`src/rtl/bus_dest_regs_pkg.sv`:
```
// Shared types and constants for the bus destination register bank.
// Command struct data field is sized for the default bus width.
package bus_dest_regs_pkg;

  localparam int DST_W  = 3;
  localparam int NREGS  = 8;
  localparam int OP_W   = 2;
  localparam int DATA_W = 8;

  localparam logic [OP_W-1:0] OP_NOP = 2'b00;
  localparam logic [OP_W-1:0] OP_LD  = 2'b01;
  localparam logic [OP_W-1:0] OP_INR = 2'b10;
  localparam logic [OP_W-1:0] OP_CLR = 2'b11;

  typedef struct packed {
    logic [OP_W-1:0]   op;
    logic [DST_W-1:0]  dst;
    logic [DATA_W-1:0] data;
  } cmd_t;

  function automatic logic is_write(
    input logic [OP_W-1:0] op
  );
    return op != OP_NOP;
  endfunction

endpackage

```
`src/rtl/bus_dest_stage.sv`:
```
// Command pipeline register with hold/ready handshake.
// Only LD keeps the bus value; other ops store zero data.
module bus_dest_stage
  import bus_dest_regs_pkg::*;
#(
  parameter int WIDTH = DATA_W
) (
  input  logic             clk,
  input  logic             rst,
  input  logic             hold,
  input  logic             cmd_valid,
  input  logic [OP_W-1:0]  cmd_op,
  input  logic [DST_W-1:0] cmd_dst,
  input  logic [WIDTH-1:0] bus_in,
  output logic             cmd_ready,
  output logic             stage_valid,
  output cmd_t             stage_cmd
);

  assign cmd_ready = ~hold;

  always_ff @(posedge clk) begin
    if (rst) begin
      stage_valid <= 1'b0;
      stage_cmd   <= '0;
    end else if (!hold) begin
      stage_valid   <= cmd_valid & is_write(cmd_op);
      stage_cmd.op  <= cmd_op;
      stage_cmd.dst <= cmd_dst;
      stage_cmd.data <= (cmd_op == OP_LD)
                        ? DATA_W'(bus_in)
                        : '0;
    end
  end

endmodule

```
`src/rtl/bus_dest_regs.sv`:
```
// Eight bus destination registers with LD/INR/CLR commands.
// Optional BUS_DEST_WRCNT_EN adds a 16-bit applied-op counter.
module bus_dest_regs
  import bus_dest_regs_pkg::*;
#(
  parameter int              WIDTH   = DATA_W,
  parameter logic [WIDTH-1:0] RST_VAL = '0
) (
  input  logic             clk,
  input  logic             rst,
  input  logic [WIDTH-1:0] bus_in,
  input  logic             cmd_valid,
  input  logic [OP_W-1:0]  cmd_op,
  input  logic [DST_W-1:0] cmd_dst,
  output logic             cmd_ready,
  input  logic             hold,
  output logic [WIDTH-1:0] reg0,
  output logic [WIDTH-1:0] reg1,
  output logic [WIDTH-1:0] reg2,
  output logic [WIDTH-1:0] reg3,
  output logic [WIDTH-1:0] reg4,
  output logic [WIDTH-1:0] reg5,
  output logic [WIDTH-1:0] reg6,
  output logic [WIDTH-1:0] reg7,
`ifdef BUS_DEST_WRCNT_EN
  output logic [15:0]      wr_cnt,
`endif
  output logic             ovf,
  output logic             zero
);

  logic             stage_valid;
  cmd_t             stage_cmd;
  logic [WIDTH-1:0] regs [NREGS];
  logic [WIDTH-1:0] cur;
  logic [WIDTH-1:0] res;
  logic             wrap;
  logic             apply;

  bus_dest_stage #(
    .WIDTH(WIDTH)
  ) u_stage (
    .clk        (clk),
    .rst        (rst),
    .hold       (hold),
    .cmd_valid  (cmd_valid),
    .cmd_op     (cmd_op),
    .cmd_dst    (cmd_dst),
    .bus_in     (bus_in),
    .cmd_ready  (cmd_ready),
    .stage_valid(stage_valid),
    .stage_cmd  (stage_cmd)
  );

  assign apply = stage_valid & ~hold;

  // INR/CLR read the register now, so back-to-back ops need no bypass
  always_comb begin
    cur  = regs[stage_cmd.dst];
    res  = cur;
    wrap = 1'b0;
    unique case (stage_cmd.op)
      OP_LD:  res = WIDTH'(stage_cmd.data);
      OP_INR: begin
        res  = cur + 1'b1;
        wrap = &cur;
      end
      OP_CLR: res = '0;
      default: res = cur;
    endcase
  end

  always_ff @(posedge clk) begin
    if (rst) begin
      for (int i = 0; i < NREGS; i++) begin
        regs[i] <= RST_VAL;
      end
      ovf  <= 1'b0;
      zero <= 1'b0;
    end else begin
      ovf <= apply & wrap;
      if (apply) begin
        regs[stage_cmd.dst] <= res;
        zero                <= (res == '0);
      end
    end
  end

`ifdef BUS_DEST_WRCNT_EN
  always_ff @(posedge clk) begin
    if (rst) begin
      wr_cnt <= '0;
    end else if (apply) begin
      wr_cnt <= wr_cnt + 16'd1;
    end
  end
`endif

  assign reg0 = regs[0];
  assign reg1 = regs[1];
  assign reg2 = regs[2];
  assign reg3 = regs[3];
  assign reg4 = regs[4];
  assign reg5 = regs[5];
  assign reg6 = regs[6];
  assign reg7 = regs[7];

endmodule
```
`config.mk`:
```
export PLATFORM = sky130hd
export DESIGN_NAME = bus_dest_regs
export DESIGN_NICKNAME = d
export VERILOG_FILES = /design/src/rtl/bus_dest_regs_pkg.sv /design/src/rtl/bus_dest_stage.sv /design/src/rtl/bus_dest_regs.sv
export SDC_FILE = /design/constraint.sdc
export NUM_CORES = 1
export LEC_CHECK = 0
export BUFFER_PORTS_ARGS = -buffer_cell sky130_fd_sc_hd__buf_2
export CELL_PAD_IN_SITES_DETAIL_PLACEMENT = 0
export CELL_PAD_IN_SITES_GLOBAL_PLACEMENT = 1
export CORE_MARGIN = 3
export CORE_UTILIZATION = 40
export DETAILED_ROUTE_END_ITERATION = 6
export PLACE_DENSITY_LB_ADDON = 0.05
export SETUP_SLACK_MARGIN = 0.05
export SYNTH_ARGS = -nofsm -noshare
export SYNTH_HDL_FRONTEND = slang
export SYNTH_SLANG_ARGS = --single-unit
```
`constraint.sdc`:
```
create_clock -name clk -period 6.8 [get_ports clk]
set_clock_uncertainty 0.05 [all_clocks]
set_input_delay 0 -clock clk [delete_from_list [all_inputs] [get_ports clk]]
set_output_delay 0 -clock clk [all_outputs]
set_load 0.05 [all_outputs]
```
==> out/qor.yml <==
relSlewSlack_pct: 43.04
routedWlPerCell_um: 20.63
fin_area_um2: 4663
status: "finished, final reports clean"
vias_per_cell: 5.218
powerDensity_nw_per_um2: 243.6
die_h_um: 103.8
seq_area_um2: 2302
nets: 417
pre_cts_ws_ns: 3.480
hold_depth: 2
syn_inst: 304
cap_violations: 0
dr.first_iter.drc_count: 152
clock_latency_ns: 0.36
numCtsBuffers: 9
synth_seq_cells: 83
total_power_mw: 1.136
rr_endpoint: "regs[7][6]$_SDFFCE_PN0P_"
grt_pass1_vias: 2832
yosys_warnings: 0
hold_path.class: "in2reg"
routabilityCongestion: 0.9355
wirelength_um: 11000
grtUsageTotal_pct: 21.08
grt_max_degree: 25
worstSetupPathType: "reg2reg"
dpl.cell_count: 503
ant_nets: 0
crit_required_ns: 6.85
yosysTopAreaCell: "edfxtp_1"
worst_pin_slew_ns: 0.8529
cpMaxStageDelayCell: "mux4_1"
grt-ovfl-total: 0
path_buf_inv: 2
layout_common_cells: "nor2_1, buf_2, edfxtp_1"
dieArea_um2: 10770
postSynthAreaPerCell_um2: 12.58
cts-root-buf: "clkbuf_8"
ir_drop_uv: 108.5
setup_ws_ns: 3.520
syn_area_um2: 3824
dr_total_vias: 2781
dpl-instance-area_um2: 4323
drive_above_1_share_pct: 30.94
antenna_found_initial: 0
cp_max_fo: 12
async_reset_ff_share_pct: 0
core_area_um2: 9284
rsz0062_at_grt: "false"
whs_endpoint: "u_stage.stage_cmd[12]$_SDFFE_PP0N_"
syn2layout_area_growth_pct: 21.96
reg2regPathDepth: 10
cts_tree: "done"
yosysTopAreaCellShare_pct: 50.26
cp-start-kind: "register"
clk_path_buf_depth: 2
final_common_cell: "nor2_1"
setup-tns-final_ns: 0
cts_sinks: 83
dpl.hpwl_um: 7659
pin_count: 84
synth_fp_nets: 322
die_width_um: 103.8
seq_area_frac_synth_pct: 60.21
slowest_delay_ns: 0.59
dr.pass1.iters: 4
drcViolationCount: 0
nFillCells: 875
rows: 35
worstHoldStart: "rst"
final_cells: 533
htreeDepth: 3
r2r_setup_slack_ns: 3.52
n_antenna_cell: 0
path_clk_slew_ns: 0.10
grt_first_pass_wirelength_um: 16980
port_buffers: 83
min_period_over_period_pct: 48.24
path_cells: "buf_4 > mux4_1 > mux2_2 > ha_1 > inv_1 > nor3b_2 > nand2_1 > o32ai_1 > a31oi_2 > nor2_1"
synth-edff-count: 64
start_util_pct: 41.19
ys.flop_type: "edfxtp_1"
post_cts_resized: 0
setup_viol: 0
synth_area_leaders: "edfxtp_1, dfxtp_1, nor2_1"
p_leak_nw: 1.910
crit_arrival_ns: 3.33
setup.worst_path.end_class: "register"
max_freq_ghz: 0.3049
fin_crit_ns: 3.280
cp_top_family: "multiplexers"
slew_violations: 0
multi_input_area_um2: 1410
yosysUniqueCellTypes: 37
hold_violations: 0
-- stage by stage --
stage / util [%] / hold WS (ns)
finish: 50.23 / 0.009440
global route: 50.23 / 0.03006
CTS: 50.23 / 0.004937
detailed placement: 46.56 / 0.2134
global placement: 46.56 / 0.2046
floorplan: - / 0.09394
-- layer usage --
metal / GRT usage, % / up-vias / share of wire, %
li1: - / 1295 / -
met1: 27.47 / 1369 / 42
met2: 35.51 / 102 / 50
met3: 4.237 / 15 / 6.9
met4: 6.838 / 0 / 1.6
met5: 0 / - / 0
-- worst register-to-register path, stage by stage (launching register included) --
cell,delay (ns)
dfxtp_1,0.51
buf_4,0.32
mux4_1,0.60
mux2_2,0.31
ha_1,0.22
inv_1,0.07
nor3b_2,0.06
nand2_1,0.13
o32ai_1,0.11
a31oi_2,0.55
nor2_1,0.09
-- Yosys cell counts (all sizes together), types with 5 or more instances --
cell	count
edfxtp	64
and3	9
inv	7
mux4	16
buf	5
dfxtp	19
nand2	14
a211oi	5
a21oi	16
nor2	89
nor2b	5
nand2b	8
clkbuf	9
mux2i	15
-- cell type report --
cell class | instances | share of cell area, %
repair buffers | 98 | 12.07
clock inverters | 7 | 1.637
clock buffers | 9 | 2.656
well taps | 129 | 3.461
flip-flops and latches | 83 | 49.37
inverters | 7 | 0.5635
multi-input cells | 200 | 30.24
-- flip-flops by register name (all words and copies together) (netlist names), named ones only --
register and flops:
u_stage.stage_valid 1, zero 1, u_stage.stage_cmd 13, ovf 1
regs 64
-- worst max-delay path by stage --
stage	end	slack, ns	depth (start not counted)
final	regs[7][6]$_SDFFCE_PN0P_	3.52	10
after global routing	regs[4][6]$_SDFFCE_PN0P_	3.22	11
after CTS	regs[7][6]$_SDFFCE_PN0P_	3.48	11
after detailed placement	regs[7][6]$_SDFFCE_PN0P_	3.48	11
after global placement	regs[6][6]$_SDFFCE_PN0P_	3.57	10
after floorplan	zero$_SDFFE_PP0P_	4.03	9
-- power breakdown --
group / switching (mW) / leakage, nW / internal (mW)
clock: 0.195 / 0.0962 / 0.172
sequential: 0.0180 / 0.816 / 0.562
combinational: 0.132 / 0.997 / 0.0559
total: 0.345 / 1.91 / 0.791
-- repair_timing --
action | CTS | global route
buffers inserted | 0 | 0
hold endpoints to repair | 17 | 0
hold buffers | 14 | 0
-- cells by family after synthesis --
group / Yosys count / synth area share, %
compound gates: 27 / 5.039
simple gates: 137 / 16.07
fa+ha+maj: 1 / 0.3272
flops: 83 / 60.21
mux: 35 / 15.44
buf+inv: 21 / 2.912
Power figures use the tool's default switching activity.
